[config.mk]
export PLATFORM = sky130hd
export DESIGN_NAME = arbiter_n_to_1_request_rr
export DESIGN_NICKNAME = d
export VERILOG_FILES = /design/src/rtl/arbiter_n_to_1_request_rr.sv
export SDC_FILE = /design/constraint.sdc
export NUM_CORES = 1
export LEC_CHECK = 0
export CAP_MARGIN = 20
export CORE_ASPECT_RATIO = 1.5
export CORE_MARGIN = 4
export CORE_UTILIZATION = 64
export CTS_BUF_LIST = sky130_fd_sc_hd__clkbuf_4
export DETAILED_ROUTE_END_ITERATION = 16
export PLACE_DENSITY = 0.93
export SLEW_MARGIN = 15
export SYNTH_ARGS = -nofsm -noshare
export SYNTH_HDL_FRONTEND = slang
export SYNTH_SLANG_ARGS = --single-unit
[constraint.sdc]
create_clock -name ap_clk -period 3.4 [get_ports ap_clk]
set_input_delay 0.68 -clock ap_clk [delete_from_list [all_inputs] [get_ports ap_clk]]
set_output_delay 0.68 -clock ap_clk [all_outputs]
set_load 0.01 [all_outputs]
[src/rtl/arbiter_n_to_1_request_rr.sv]
// Round-robin N-to-1 request arbiter feeding an internal circular buffer drained under rd_en.
// Optional per-requestor grant counters are enabled by defining ARBITER_N_TO_1_STATS_EN.

package arbiter_n_to_1_request_rr_pkg;
    localparam int unsigned PAYLOAD_W = 32;

    typedef struct packed {
        logic                 valid;
        logic [PAYLOAD_W-1:0] payload;
    } MemoryPacket;

    typedef struct packed {
        logic rd_en;
    } FIFOStateSignalsInput;

    typedef struct packed {
        logic full;
        logic empty;
        logic prog_full;
        logic valid;
        logic wr_rst_busy;
        logic rd_rst_busy;
    } FIFOStateSignalsOutput;
endpackage

module arbiter_n_to_1_request_rr
    import arbiter_n_to_1_request_rr_pkg::*;
#(
    parameter int unsigned NUM_MEMORY_REQUESTOR = 2,
    parameter int unsigned FIFO_DEPTH           = 32,
    parameter int unsigned PROG_THRESH          = 16
) (
    input  logic                                  ap_clk,
    input  logic                                  areset,
    input  MemoryPacket [NUM_MEMORY_REQUESTOR-1:0] request_in,
    output logic [NUM_MEMORY_REQUESTOR-1:0]       grant_out,
    input  FIFOStateSignalsInput                  fifo_request_signals_in,
    output FIFOStateSignalsOutput                 fifo_request_signals_out,
    output MemoryPacket                           request_out,
    output logic                                  fifo_setup_signal
`ifdef ARBITER_N_TO_1_STATS_EN
    ,
    output logic [NUM_MEMORY_REQUESTOR-1:0][31:0] grant_count_out
`endif
);
    localparam int unsigned N     = NUM_MEMORY_REQUESTOR;
    localparam int unsigned PTR_W = $clog2(N);
    localparam int unsigned IDX_W = PTR_W + 1;
    localparam int unsigned AW    = $clog2(FIFO_DEPTH);
    localparam int unsigned CNT_W = AW + 1;

    typedef enum logic [1:0] {StSetup, StIdle, StGrant, StStall} state_e;

    logic                  areset_control;
    state_e                state_q;
    logic                  setup_q;
    logic [PTR_W-1:0]      rr_ptr_q;
    logic [N-1:0]          req_valid;
    logic [2*N-1:0]        req_dbl;
    logic                  found;
    logic [IDX_W-1:0]      sel_off, sel_idx, sel_next;
    logic                  any_valid, grant_fire;
    logic [PAYLOAD_W-1:0]  grant_data;
    logic                  wr_pend_q;
    logic [PAYLOAD_W-1:0]  wr_data_q;
    logic [AW-1:0]         wr_ptr_q, rd_ptr_q;
    logic [CNT_W-1:0]      count_q, occ, occ_next;
    logic [PAYLOAD_W-1:0]  mem [FIFO_DEPTH];
    logic                  rd_en_reg, pop, wr_fire, buf_empty, buf_full;
    logic                  out_valid_q;
    logic [PAYLOAD_W-1:0]  out_payload_q;
    FIFOStateSignalsOutput status_q;

    always_ff @(posedge ap_clk) areset_control <= areset;

    // Rotate valids so the search always starts at the round-robin pointer.
    always_comb begin
        req_valid = '0;
        for (int i = 0; i < N; i++) req_valid[i] = request_in[i].valid;
        any_valid = |req_valid;
        req_dbl   = {req_valid, req_valid} >> rr_ptr_q;
        found     = 1'b0;
        sel_off   = '0;
        for (int k = 0; k < N; k++) begin
            if (!found && req_dbl[k]) begin
                found   = 1'b1;
                sel_off = IDX_W'(k);
            end
        end
        sel_idx = {1'b0, rr_ptr_q} + sel_off;
        if (sel_idx >= IDX_W'(N)) sel_idx = sel_idx - IDX_W'(N);
        sel_next = sel_idx + IDX_W'(1);
        if (sel_next == IDX_W'(N)) sel_next = '0;
        grant_data = '0;
        for (int i = 0; i < N; i++) begin
            if (sel_idx == IDX_W'(i)) grant_data = request_in[i].payload;
        end
    end

    // Occupancy counts the captured-but-unwritten packet so granting stops exactly at threshold.
    always_comb begin
        buf_empty  = (count_q == '0);
        buf_full   = (count_q == CNT_W'(FIFO_DEPTH));
        pop        = rd_en_reg && !buf_empty;
        wr_fire    = wr_pend_q && !buf_full;
        occ        = count_q + CNT_W'(wr_pend_q);
        grant_fire = (state_q == StGrant) && any_valid && (occ < CNT_W'(PROG_THRESH));
        occ_next   = occ + CNT_W'(grant_fire) - CNT_W'(pop);
        grant_out  = grant_fire ? (N'(1) << sel_idx) : '0;
    end

    always_ff @(posedge ap_clk) begin
        if (areset_control) begin
            state_q <= StSetup;
            setup_q <= 1'b1;
        end else begin
            case (state_q)
                StSetup: begin
                    state_q <= StIdle;
                    setup_q <= 1'b0;
                end
                StIdle: if (any_valid && occ < CNT_W'(PROG_THRESH)) state_q <= StGrant;
                StGrant: begin
                    if (occ_next >= CNT_W'(PROG_THRESH)) state_q <= StStall;
                    else if (!any_valid)                  state_q <= StIdle;
                end
                StStall: if (occ < CNT_W'(PROG_THRESH)) state_q <= any_valid ? StGrant : StIdle;
                default: state_q <= StSetup;
            endcase
        end
    end

    always_ff @(posedge ap_clk) begin
        if (areset_control) begin
            rr_ptr_q    <= '0;
            wr_pend_q   <= 1'b0;
            wr_ptr_q    <= '0;
            rd_ptr_q    <= '0;
            count_q     <= '0;
            rd_en_reg   <= 1'b0;
            out_valid_q <= 1'b0;
            status_q    <= '{full: 1'b0, empty: 1'b1, prog_full: 1'b0, valid: 1'b0,
                            wr_rst_busy: 1'b0, rd_rst_busy: 1'b0};
        end else begin
            if (grant_fire) rr_ptr_q <= sel_next[PTR_W-1:0];
            wr_pend_q   <= grant_fire;
            rd_en_reg   <= fifo_request_signals_in.rd_en;
            out_valid_q <= pop;
            if (wr_fire) wr_ptr_q <= wr_ptr_q + AW'(1);
            if (pop)     rd_ptr_q <= rd_ptr_q + AW'(1);
            case ({wr_fire, pop})
                2'b10:   count_q <= count_q + CNT_W'(1);
                2'b01:   count_q <= count_q - CNT_W'(1);
                default: count_q <= count_q;
            endcase
            status_q <= '{full: buf_full, empty: buf_empty,
                          prog_full: (count_q >= CNT_W'(PROG_THRESH)), valid: !buf_empty,
                          wr_rst_busy: 1'b0, rd_rst_busy: 1'b0};
        end
    end

    always_ff @(posedge ap_clk) begin
        if (grant_fire) wr_data_q <= grant_data;
        if (wr_fire)    mem[wr_ptr_q] <= wr_data_q;
        if (pop)        out_payload_q <= mem[rd_ptr_q];
    end

    always @(posedge ap_clk) begin
        if (!areset_control) assert (!(wr_pend_q && buf_full));
    end

`ifdef ARBITER_N_TO_1_STATS_EN
    logic [N-1:0][31:0] grant_cnt_q;

    always_ff @(posedge ap_clk) begin
        if (areset_control) begin
            grant_cnt_q <= '0;
        end else begin
            for (int i = 0; i < N; i++) begin
                if (grant_out[i] && grant_cnt_q[i] != 32'hFFFF_FFFF) begin
                    grant_cnt_q[i] <= grant_cnt_q[i] + 32'd1;
                end
            end
        end
    end

    assign grant_count_out = grant_cnt_q;
`endif

    assign fifo_request_signals_out = status_q;
    assign request_out              = '{valid: out_valid_q, payload: out_payload_q};
    assign fifo_setup_signal        = setup_q;
endmodule

# After elaboration in Yosys (flattened, before gate mapping)
# Memories as Yosys holds them, arrays and structs flattened. A register that Yosys moved wholly into a read port is not among the register bits.
# Cells that the tools add are included.
dict set report classes {
  n_addsub 10
  magnitude_cmp 4
  n_eq_ne 11
  shift 2
  n_mux 16
  n_reduce_logical 15
}
# operator count
set ops {}
lappend ops {{$mux 32} 2}
lappend ops {{$mux 2} 7}
lappend ops {{$add 6x1->6} 2}
lappend ops {{$ge 6x5->1 const B} 2}
lappend ops {{$pmux 6 s2} 1}
lappend ops {{$add 5x1->5 const B} 2}
lappend ops {{$eq 2x2->1 const B} 4}
lappend ops {{$pmux 2 s4} 1}
lappend ops {{$add 6x1->6 const B} 1}
lappend ops {{$eq 2x1->1 const B} 3}
lappend ops {{$eq 6x6->1 const B} 1}
lappend ops {{$logic_and 1x1->1} 6}
lappend ops {{$logic_not 6->1} 1}
lappend ops {{$lt 6x5->1 const B} 1}
lappend ops {{$sub 6x1->6} 1}
lappend ops {{$sub 6x1->6 const B} 1}
lappend ops {{$mux 1} 5}
lappend ops {{$logic_not 2->1} 2}
lappend ops {{$ne 2x2->1 const B} 2}
lappend ops {{$shr 4x1->2} 1}
lappend ops {{$logic_not 1->1} 3}
lappend ops {{$ne 3x2->1 const B} 1}
lappend ops {{$reduce_and 3->1} 1}
lappend ops {{$add 1x2->2} 1}
lappend ops {{other kinds (6)} 6}
dict set report word_totals {
  register_bits 62
  ram_bits 1024
  in_bits 69
  output_inout_bits 42
  elab_cells 76
  mem_count 1
}
# memory words word_bits rd rd_ports_with_merged_regs write_ports line
set mem_list {}
lappend mem_list {mem 32 32 1 1 1 68} ;# logic [PAYLOAD_W-1:0] mem [FIFO_DEPTH];

# Longest topological paths before layout
# Gate-level depths: netlist (run 1).
dict set report logic_depth {
  ltp_word 11
  depth_mapped 13
  ltp_nobuf 11
}

# Least setup slack after synthesis (run 1)
# No wires, ideal clock.
dict set report synth_path {
  path_kind {flip-flop to output port}
  startpoint {reg count_q[0]}
  endpoint {out grant_out[1]}
  t_arrival_ns 2.474
  required_time_ns 2.720
  slack_ns 0.246
  stages_incl_launch_ff 10
  n_path_buf 0
  cell_sequence {dfxtp_1 -> ha_1 -> ha_1 -> nand3_1 -> xor2_1 -> ha_1 -> and3b_1 -> nand2_1 -> inv_1 -> and2_1}
}
dict set report synth_via {
  elab_chain_len 4
}
# element line
set synth_lines {}
lappend synth_lines {{start: declaration} 67} ;# logic [CNT_W-1:0] count_q, occ, occ_next;
lappend synth_lines {{start signal: assignment} 152} ;# 2'b10: count_q <= count_q + CNT_W'(1);
lappend synth_lines {{start signal: assignment} 153} ;# 2'b01: count_q <= count_q - CNT_W'(1);
lappend synth_lines {{start signal: assignment} 154} ;# default: count_q <= count_q;
lappend synth_lines {{$add 6x1->6} 106} ;# occ = count_q + CNT_W'(wr_pend_q);
lappend synth_lines {{$lt 6x5->1} 107} ;# grant_fire = (state_q == StGrant) && any_valid && (occ < CNT_W'(PROG_THRESH));
lappend synth_lines {{$logic_and 1x1->1} 107}
lappend synth_lines {{named net grant_fire} 62} ;# logic any_valid, grant_fire;
lappend synth_lines {{$mux 2} 109} ;# grant_out = grant_fire ? (N'(1) << sel_idx) : '0;
lappend synth_lines {{end: declaration} 36} ;# output logic [NUM_MEMORY_REQUESTOR-1:0] grant_out,
# The timed path passes the listed nets, and every way through them passes these cells.

# Final worst setup path (run 1)
# Ends and elaborated chain as after synthesis.

==> flow_summary.json, run 1 <==
{
  "outcome": "finished, violations left",
  "violations": "setup timing",
  "startpoint_type": "register",
  "netlist_instances": 2237,
  "drt_iter0_drc": 4529,
  "ys_ff_latch": 1116,
  "antenna_found_initial": 2,
  "worstHoldStart": "areset",
  "nNetsFinal": 2645,
  "cp.arrival_ns": 2.76,
  "drive_gt1_frac": 0.246,
  "slew_violations": 0,
  "p_leak_nw": 15.1,
  "setup_slack_ns": -0.0434,
  "crit_required_ns": 2.72,
  "hold_viol": 0,
  "seq_power_share": 0.590,
  "seqCellArea_mm2": 0.0332,
  "synthToLayoutAreaGrowth_pct": 14.4,
  "ir_drop_mv": 0.309,
  "via_per_inst": 7.01,
  "clock_latency_ns": 1.09,
  "nFillCells": 3341,
  "fp.dieArea_mm2": 0.0717,
  "switchingPower_mw": 5.84,
  "power_density_mw_per_mm2": 523,
  "syn_area_per_cell_um2": 19.3,
  "r2r-end": "count_q[5]",
  "reg2reg_slack_ns": 0.39,
  "rows": 116,
  "intPower_mw": 20.0,
  "root_buffer": "clkbuf_4",
  "num_vias": 25413,
  "dieWidth_um": 220,
  "rr_worst_depth": 9,
  "mostFrequentLayoutCells": "edfxtp_1, clkbuf_4, mux2i_1",
  "holdWs_ns": 0.147,
  "fin_crit_ns": 3.44,
  "combPwrFrac": 0.022,
  "swShare": 0.226,
  "ant_nets": 0,
  "clock_sinks": 1116,
  "path_cells": "ha_4 -> ha_4 -> nand3_2 -> xor2_2 -> ha_2 -> and3b_2 -> nand2_4 -> inv_2 -> and2_4 -> buf_6",
  "dpl.hpwl_um": 61200,
  "grt_overflow_total": 0,
  "grt_pass1_wl_um": 169000,
  "largest_reg_flops": 1024,
  "synthDistinctLibCells": 53,
  "whs_endpoint": "areset_control",
  "clockPowerShare": 0.389,
  "min_path_type": "in -> reg",
  "place.port_buffers": 108,
  "path_max_fanout": 3,
  "min_period_over_period": 1.01,
  "postCtsHoldBufs": 0,
  "final_common_cell": "edfxtp_1",
  "htree_levels": 4,
  "async_flop_share": 0,
  "rsz0062_at_grt": "yes",
  "gp_congestion": 0.848,
  "wirelength_um": 122000,
  "synth-edff-count": 1088,
  "maxCapViolCount": 0,
  "clock-skew-final_ns": 0.167,
  "synth_seq_area_share": 0.771,
  "critPathKind": "reg -> out",
  "relSlewSlack": 0.171,
  "cpLargestDelayFamily": "adder cells",
  "grt_max_degree": 65,
  "syn_area_mm2": 0.0431,
  "grt_pass1_vias": 25811,
  "p_total_mw": 25.8,
  "pre_cts_ws_ns": 0.213,
  "core_area_mm2": 0.0668,
  "finalSetupTns_ns": -0.0434,
  "start_util": 0.646,
  "grt_usage": 0.323,
  "die_y_um": 326,
  "endpoint_kind": "output port",
  "drt-wirelength-per-cell_um": 33.6,
  "r2r-start": "count_q[1]",
  "drc_errors": 0,
  "crit_slowest_cell": "dfxtp_4",
  "regMostFlops": "mem",
  "multi_input_area_mm2": 0.00956,
  "clockBufferDepth": 3,
  "holdPathStages": 1,
  "clk_pin_slew_ns": 0.08,
  "utilization": 0.739,
  "setup_viol": 1,
  "numCtsBuffers": 224,
  "ys.flop_type": "edfxtp_1",
  "largest_registers": "mem x1024, out_payload_q x32, wr_data_q x32",
  "max_freq_mhz": 290,
  "path_common_cell": "ha_4",
  "yosys_warnings": 0,
  "cp_slowest_stage_delay_ns": 0.36,
  "tritoncts": "done",
  "worst-slew-pin-transition_ns": 1.24,
  "cp_num_buf_inv": 2,
  "drt_pass1_iterations": 11,
  "ios": 111
}
layout make-up:
| type | instances | share of cell area |
|---|---|---|
| Sequential cell | 1116 | 0.674 |
| Multi-Input combinational cell | 983 | 0.194 |
| Timing Repair Buffer | 215 | 0.0506 |
| Clock buffer | 315 | 0.0479 |
| Tap cell | 885 | 0.0224 |
| Clock inverter | 90 | 0.00994 |
| Inverter | 17 | 0.00129 |
| Antenna cell | 2 | 0.000101 |
cell usage after synthesis, types with 2 or more instances:
library cell	number	share of area
nand2_1	43	0.0037
buf_2	47	0.0055
xor2_1	11	0.0022
nand4_1	34	0.0049
inv_1	17	0.0015
o31a_1	2	0.00041
edfxtp_1	1088	0.76
buf_1	8	0.00070
a21oi_1	105	0.012
nor3_1	2	0.00023
mux2i_1	257	0.060
dfxtp_1	28	0.013
buf_4	7	0.0012
xnor2_1	7	0.0014
ha_1	18	0.0052
nor2_1	65	0.0057
o21ai_0	4	0.00046
a22oi_1	96	0.017
or3b_2	2	0.00041
nand3_1	69	0.0080
nand3b_1	5	0.00087
nor3b_1	2	0.00035
clkbuf_1	53	0.0046
nand2b_1	2	0.00029
nor2b_1	69	0.010
nor4b_1	2	0.00041
mux4_2	128	0.067
buf_6	6	0.0016
and2_1	3	0.00044
mux2_2	33	0.0086
a21o_1	2	0.00035
routing by layer:
layer | vias up | global-route usage | share of wire
li1 | 9770 | - | -
met2 | 2784 | 0.527 | 0.50
met3 | 639 | 0.0750 | 0.13
met4 | 0 | 0.180 | 0.075
met1 | 12220 | 0.403 | 0.30
met5 | - | 0 | 0
power groups by stage:
| stage | logic [mW] | clock network (mW) | registers, mW |
|---|---|---|---|
| 2_1_floorplan | 0.244 | 0 | 15.5 |
| 3_5_place_dp | 0.424 | 0 | 15.6 |
| 4_1_cts | 0.440 | 9.85 | 15.3 |
| 3_3_place_gp | 0.406 | 0 | 15.6 |
| 6_report | 0.559 | 10.0 | 15.2 |
| 5_1_grt | 0.586 | 10.7 | 15.2 |
metrics by stage:
stage / area, µm² / instances
2_1_floorplan: 43100 / 2238
3_3_place_gp: 46000 / 3191
3_5_place_dp: 46000 / 3191
4_1_cts: 49000 / 3600
5_1_grt: 49300 / 3623
6_report: 49300 / 3623
worst max path at each step:
| stage | slack, ns | startpoint | depth (start not counted) | to |
|---|---|---|---|---|
| 5_1_grt | -0.14 | count_q[0] | 10 | grant_out[1] |
| 3_5_place_dp | 0.21 | count_q[0] | 10 | grant_out[1] |
| 6_report | -0.04 | count_q[0] | 10 | grant_out[1] |
| 3_3_place_gp | 0.31 | count_q[0] | 10 | grant_out[1] |
| 4_1_cts | -0.06 | count_q[0] | 10 | grant_out[1] |
| 2_1_floorplan | 0.25 | count_q[0] | 9 | grant_out[1] |
kinds of logic after synthesis:
family,Yosys count,synth area share
adder cells (fa/ha/maj),20,0.00592
flip-flops,1116,0.771
other,1,0.0000870
buffers and inverters,139,0.0154
XOR/XNOR,18,0.00366
AND/OR/NAND/NOR,308,0.0373
multiplexers,418,0.135
AO/OA/AOI/OAI,217,0.0316
timing repair:
action	in CTS	in global routing
gates resized for setup	24	3
pin swaps	2	2
setup buffers	4	2
cloned	0	0
endpoints found under the setup margin	2	2
No activity file was read; power rests on OpenSTA's default activity.
==> run 2, diff against run 1 <==
--- a/config.mk
+++ b/config.mk
@@ -8,10 +8,10 @@
 export CAP_MARGIN = 20
 export CORE_ASPECT_RATIO = 1.5
 export CORE_MARGIN = 4
-export CORE_UTILIZATION = 64
-export CTS_BUF_LIST = sky130_fd_sc_hd__clkbuf_4
+export CORE_UTILIZATION = 61
 export DETAILED_ROUTE_END_ITERATION = 16
-export PLACE_DENSITY = 0.93
+export MAX_ROUTING_LAYER = met4
+export PLACE_DENSITY = 0.9
 export SLEW_MARGIN = 15
 export SYNTH_ARGS = -nofsm -noshare
 export SYNTH_HDL_FRONTEND = slang
==> run 2 against run 1 <==
  * The flow now finishes without violations
  * Sequential power about the same
  * Maximum frequency is 4.6% higher
  * Clock skew down 0.13 ns
  * Combinational power decreased by 8.8%
  * First-iteration DRC count down 8.3%
  * Die area up 4.8%
  * Utilization decreased by 3.8 points
  * Global-route usage is 2.0 points lower
  * Flip-flop and latch count stayed put
  * Cell count down 6.3%
  * Design area down 0.42%
==> flow_summary.json, run 2 (synthesized netlist as in run 1, its figures left out) <==
{
  "ant_nets": 0,
  "cp.arrival_ns": 3.65,
  "holdWs_ns": 0.445,
  "largest_registers": "mem x1024, out_payload_q x32, wr_data_q x32",
  "clock-skew-final_ns": 0.0408,
  "startpoint_type": "register",
  "finalSetupTns_ns": 0,
  "cp_slowest_stage_delay_ns": 0.88,
  "hold_viol": 0,
  "start_util": 0.615,
  "place.port_buffers": 108,
  "endpoint_kind": "register",
  "drt-wirelength-per-cell_um": 34.0,
  "drt_iter0_drc": 4154,
  "critPathKind": "reg -> reg",
  "die_y_um": 334,
  "clockBufferDepth": 3,
  "path_cells": "or4_4 -> o31a_1 -> nand2_1 -> nor2_4 -> buf_4",
  "crit_slowest_cell": "nor2_4",
  "p_leak_nw": 14.8,
  "min_path_type": "in -> reg",
  "whs_endpoint": "areset_control",
  "path_depth": 5,
  "ios": 111,
  "clk_pin_slew_ns": 0.06,
  "htree_levels": 3,
  "clock_sinks": 1116,
  "drive_gt1_frac": 0.183,
  "design_area_mm2": 0.0491,
  "p_total_mw": 26.5,
  "dieWidth_um": 225,
  "pre_cts_ws_ns": 0.207,
  "synthToLayoutAreaGrowth_pct": 14.0,
  "crit_required_ns": 3.75,
  "drt_pass1_iterations": 6,
  "drc_errors": 0,
  "grt_pass1_wl_um": 161000,
  "slew_violations": 0,
  "clock_latency_ns": 0.70,
  "wirelength_um": 116000,
  "outcome": "finished clean",
  "mostFrequentLayoutCells": "edfxtp_1, mux2i_1, mux4_2",
  "grt_overflow_total": 0,
  "numCtsBuffers": 92,
  "setup_viol": 0,
  "ir_drop_mv": 0.465,
  "grt_max_degree": 68,
  "num_vias": 23956,
  "path_max_fanout": 18,
  "cpLargestDelayFamily": "simple AND/OR/NAND/NOR gates",
  "min_period_over_period": 0.968,
  "r2r-start": "count_q[4]",
  "worst-slew-pin-transition_ns": 1.26,
  "grt_pass1_vias": 24536,
  "holdPathStages": 1,
  "dpl.hpwl_um": 60500,
  "relSlewSlack": 0.158,
  "nNetsFinal": 2506,
  "largest_reg_flops": 1024,
  "grt_usage": 0.304,
  "core_area_mm2": 0.0701,
  "maxCapViolCount": 0,
  "worstHoldStart": "areset",
  "rows": 119,
  "root_buffer": "clkbuf_16",
  "regMostFlops": "mem",
  "num_antenna_cells": 0,
  "tritoncts": "done",
  "rr_worst_depth": 5,
  "fp.dieArea_mm2": 0.0751,
  "fin_crit_ns": 3.29,
  "reg2reg_slack_ns": 0.11,
  "cp_num_buf_inv": 1,
  "antenna_found_initial": 0,
  "r2r-end": "mem[6][22]",
  "power_density_mw_per_mm2": 539,
  "setup_slack_ns": 0.108,
  "gp_congestion": 0.836,
  "placed_cell_area_mm2": 0.0459,
  "via_per_inst": 7.05,
  "max_freq_mhz": 304,
  "final_common_cell": "edfxtp_1"
}
==> run 2: what timing repair did <==
action	in CTS	in global routing
pin swaps	0	0
gates resized for setup	3	9
setup buffers	1	1
hold endpoints to repair	0	0
setup endpoints to repair	2	2
hold buffers	0	0
==> run 2: cell type report <==
| cell class | count | area (µm²) |
|---|---|---|
| Sequential cell | 1116 | 33200 |
| Fill cell | 3792 | 21000 |
| Multi-Input combinational cell | 983 | 9520 |
| Clock buffer | 112 | 2450 |
| Timing Repair Buffer | 208 | 2210 |
| Tap cell | 907 | 1130 |
| Clock inverter | 53 | 507 |
| Inverter | 17 | 63.8 |
==> run 2: worst max path at each step <==
stage              startpoint            to  slack (ns)
2_1_floorplan      count_q[0]  grant_out[1]        0.25
3_3_place_gp   request_in[32]  grant_out[1]        0.38
3_5_place_dp       count_q[4]    mem[6][19]        0.21
4_1_cts             wr_pend_q  grant_out[1]       -0.08
5_1_grt            count_q[1]  grant_out[1]       -0.02
6_report           count_q[4]    mem[6][22]        0.11
==> run 2: through the flow <==
step | cells | util
detailed placement | 3214 | 0.654
finish | 3396 | 0.701
global route | 3396 | 0.701
CTS | 3380 | 0.697
floorplan | 2238 | -
global placement | 3214 | 0.654
==> run 2: worst register-to-register path: stages, from the launching register on <==
cell and delay (ns):
dfxtp_1 0.54, or4_4 0.20, o31a_1 0.47, nand2_1 0.46
nor2_4 0.88, buf_4 0.41
==> run 2: layer usage <==
layer  vias to the layer above  track usage  part of all wire  wire length [µm]
met5                         -            -                 0                 0
met3                       539       0.0593              0.12             13900
met4                         0        0.174             0.070              8110
met1                     11771        0.359              0.31             35500
met2                      2313        0.490              0.50             58200
li1                       9333            -                 -                 -
==> run 2: power by group <==
| part | internal (mW) | leakage [nW] | switching [mW] |
|---|---|---|---|
| Sequential | 15.1 | 10.0 | 0.141 |
| Clock | 5.77 | 1.46 | 4.98 |
| Combinational | 0.252 | 3.30 | 0.258 |
| Total | 21.1 | 14.8 | 5.38 |
==> variant 1 (flow settings as in run 1) <==
Add a define of `ARBITER_N_TO_1_STATS_EN`.
--- a/src/rtl/arbiter_n_to_1_request_rr.sv
+++ b/src/rtl/arbiter_n_to_1_request_rr.sv
@@ -1,5 +1,7 @@
 // Round-robin N-to-1 request arbiter feeding an internal circular buffer drained under rd_en.
 // Optional per-requestor grant counters are enabled by defining ARBITER_N_TO_1_STATS_EN.
+
+`define ARBITER_N_TO_1_STATS_EN
 
 package arbiter_n_to_1_request_rr_pkg;
     localparam int unsigned PAYLOAD_W = 32;
Formal check against the unedited RTL (old outputs only; new: grant_count_out): same outputs for any inputs over 4 cycles, from zero or initial values; that may be too few to reach the edited logic, so the function may still have changed.
==> variant 1 against run 1 <==
The run still ends with setup timing left. Non-clock buffer count grew 59. Synthesized area rose by 6.7%. Final cell count is 4.0% higher. Power up 5.4%. Synthesized cell count is 0.36% higher. Setup slack worse by 210 ps. Sequential power rose by 5%. Clock skew shrank 61 ps. Critical path depth is the same. Largest cell class unchanged. Routed wire length increased by 5.7%. Cell area increased by 7.4%. Sequential cell count rose by 64. Core utilization rose by 0.42 points.
==> variant 1: results (changes against run 1) <==
[power]
p_comb_uw=680  ; +22%
p_leak_nw=16.2  ; +7.3%
ir_worst_vdd_v=0.000334  ; +8.0%

[routing]
drt_iter0_markers=4622  ; +2.1%
wirelength_mm=129  ; +5.7%
vias=26600  ; +4.7%
avgRoutedWirePerCell_um=34.2  ; +1.6%

[finish]
clkCellAreaFrac_pct=5.83  ; +0.046 points
n_clock_buffer=341  ; +8.3%
drive_gt1_share_pct=31.1  ; +6.5 points
multi_input_gates=915  ; -6.9%
nonClkBufAreaFrac_pct=5.44  ; +0.37 points

[clock_network]
clock_latency_ps=1150  ; +60 ps
post_cts_resized=31  ; +29%
postCtsSetupBuffers=17  ; +13
cts_buffers=241  ; +7.6%

[placement]
preCtsSetupSlack_ps=94.0  ; -119 ps
gp_congestion=0.841  ; -0.90%
placed_cell_area_um2=49600  ; +7.8%

[synth]
synthMuxAreaShare_pct=16.5  ; +3.0 points
synth_commonest_cells=1088 x edfxtp_1, 288 x mux4_2, 92 x dfxtp_1
ys_top_cells_by_area=edfxtp_1 71%, mux4_2 14%, dfxtp_1 4.0%
ys_seq_area_share_pct=75.0  ; -2.1 points
synth-compound-area-share_pct=2.83  ; -0.33 points
yosys_register_bits=1180  ; +5.7%
yosysUniqueCellTypes=65  ; +23%

[run_status]
violations=setup timing
outcome=finished with violations

[timing]
clock_skew_ps=106  ; -61.1 ps
worst_slack_ps=-252  ; -209 ps
setup_viol=3  ; +2

[setup_path]
critical_path_arrival_ps=2970  ; +210 ps
crit_start=wr_pend_q
path_max_fanout=2  ; -1

[variant 1: cell types whose count changed in the layout (fill, tap and decap cells not counted), sizes merged, moves of 33 or more]
cell,change
o21a,+33
mux4,+160
dfxtp,+64
a21oi,-44
a22oi,-64
nor2b,-59
mux2i,-192
nand3,-39
clkdlybuf4s50,+64
[variant 1: layer usage]
metal	wire length [um]	GRT usage, %
met4	8440	19.5
met2	64300	55.5
met5	0	0
met1	38900	42.7
met3	17100	9.31
[variant 1: stage by stage]
stage / power [mW] / util [%]
final: 27.2 / 74.3
after global routing: 28.1 / 74.3
after CTS: 27.2 / 74.2
after detailed placement: 17.0 / 69.6
after global placement: 16.9 / 69.6
after floorplan: 16.6 / -
[variant 1: worst paths after layout]
check	end	slack, ps	cells past startpoint
min	rd_en_reg	130	2
min reg2reg	out_valid_q	500	1
max reg2reg	count_q[4]	-70	10
max	grant_out[0]	-250	10
==> variant 2 (settings of run 1) <==
Without the edit above. Re-encode `state_e` (4 states) as Gray code, 2 bits wide.
--- a/src/rtl/arbiter_n_to_1_request_rr.sv
+++ b/src/rtl/arbiter_n_to_1_request_rr.sv
@@ -49,7 +49,7 @@
     localparam int unsigned AW    = $clog2(FIFO_DEPTH);
     localparam int unsigned CNT_W = AW + 1;
 
-    typedef enum logic [1:0] {StSetup, StIdle, StGrant, StStall} state_e;
+    typedef enum logic [1:0] {StSetup = 2'b00, StIdle = 2'b01, StGrant = 2'b11, StStall = 2'b10} state_e;
 
     logic                  areset_control;
     state_e                state_q;
Formal check against the unedited RTL: no difference found for any inputs over 4 cycles, from zero or initial values; so few cycles prove little.
==> variant 2 against run 1 <==
The run still ends with setup timing left. Critical path depth is 1 lower. Synthesized area up 0.17%. Cell area about the same. Sequential cell count stayed put. Die area rose by 0.17%. Setup slack gained 40 ps. Power is 0.70% lower. Routed wire length up 1.1%.
==> variant 2: results (changes against run 1) <==
[placement]
placed_cell_area_um2=46100  ; +0.13%
preCtsSetupSlack_ps=61.4  ; -152 ps
dp.cells=3164  ; -0.85%
hpwl_mm=60.8  ; -0.79%

[power]
ir_worst_vdd_v=0.000319  ; +3.1%
powerDensity_nw_per_um2=519  ; -0.64%

[setup_path]
crit_start=count_q[1]
cp_top_family=simple AND/OR/NAND/NOR gates
path_max_fanout=9  ; +6

[clock_network]
cts_buffers=225  ; +0.45%

[timing]
worst_slack_ps=-3.38  ; +40.0 ps
setup_viol=1  ; unchanged
clock_skew_ps=98.1  ; -69.4 ps
slew_headroom_pct=8.65  ; -8.4 points

[synth]
syn_area_per_cell_um2=19.5  ; +1.3%
ys_seq_area_share_pct=77.0  ; -0.13 points
synthMuxAreaShare_pct=12.6  ; -0.95 points
synth-compound-area-share_pct=4.69  ; +1.5 points

[routing]
drt_pass1_iterations=8  ; -3
vias=25600  ; +0.66%
wirelength_mm=123  ; +1.1%
drt_iter0_markers=4618  ; +2.0%

[finish]
fillerInstances=3297  ; -1.3%
insertedDiodeCount=3  ; +1
final_cells=3594  ; -0.80%
nonClkBufAreaFrac_pct=4.54  ; -0.53 points
n_clock_buffer=319  ; +1.3%
design.seq.count=1116  ; unchanged

[die]
die_area_um2=71800  ; +0.17%

[run_status]
violations=setup timing
outcome=finished with violations

[grt]
grtUsageTotal_pct=32.9  ; +0.60 points

## variant 2: changes by cell type after synthesis, sizes merged, moves of 32 or more
| cell | change |
|---|---|
| mux2i | -256 |
| mux2 | +192 |
| or4 | +32 |
| a22o | +64 |
| o21ai | +66 |
| o22ai | +64 |
| nor3 | +66 |
| a21oi | -96 |
| a22oi | -96 |
| a211oi | +64 |
| nand3 | -60 |
| clkbuf | +36 |
| nand4 | -35 |
## variant 2: how the worst min path moves through the flow
stage | start | end | slack (ps) | depth (start not counted)
after floorplan | rr_ptr_q | rr_ptr_q | 480 | 2
after global placement | fifo_setup_signal | fifo_setup_signal | 470 | 2
after detailed placement | fifo_setup_signal | fifo_setup_signal | 460 | 2
after CTS | areset | areset_control | 130 | 1
after global routing | areset | areset_control | 120 | 1
final | areset | areset_control | 160 | 1
## variant 2: metal layers
layer  up-vias  wire length [um]  GRT usage (%)
met5         -                 0              0
met4         0              9360           18.8
met3       675             17100           8.27
met2      2803             61000           54.1
met1     12300             35700           39.9
li1       9785                 -              -
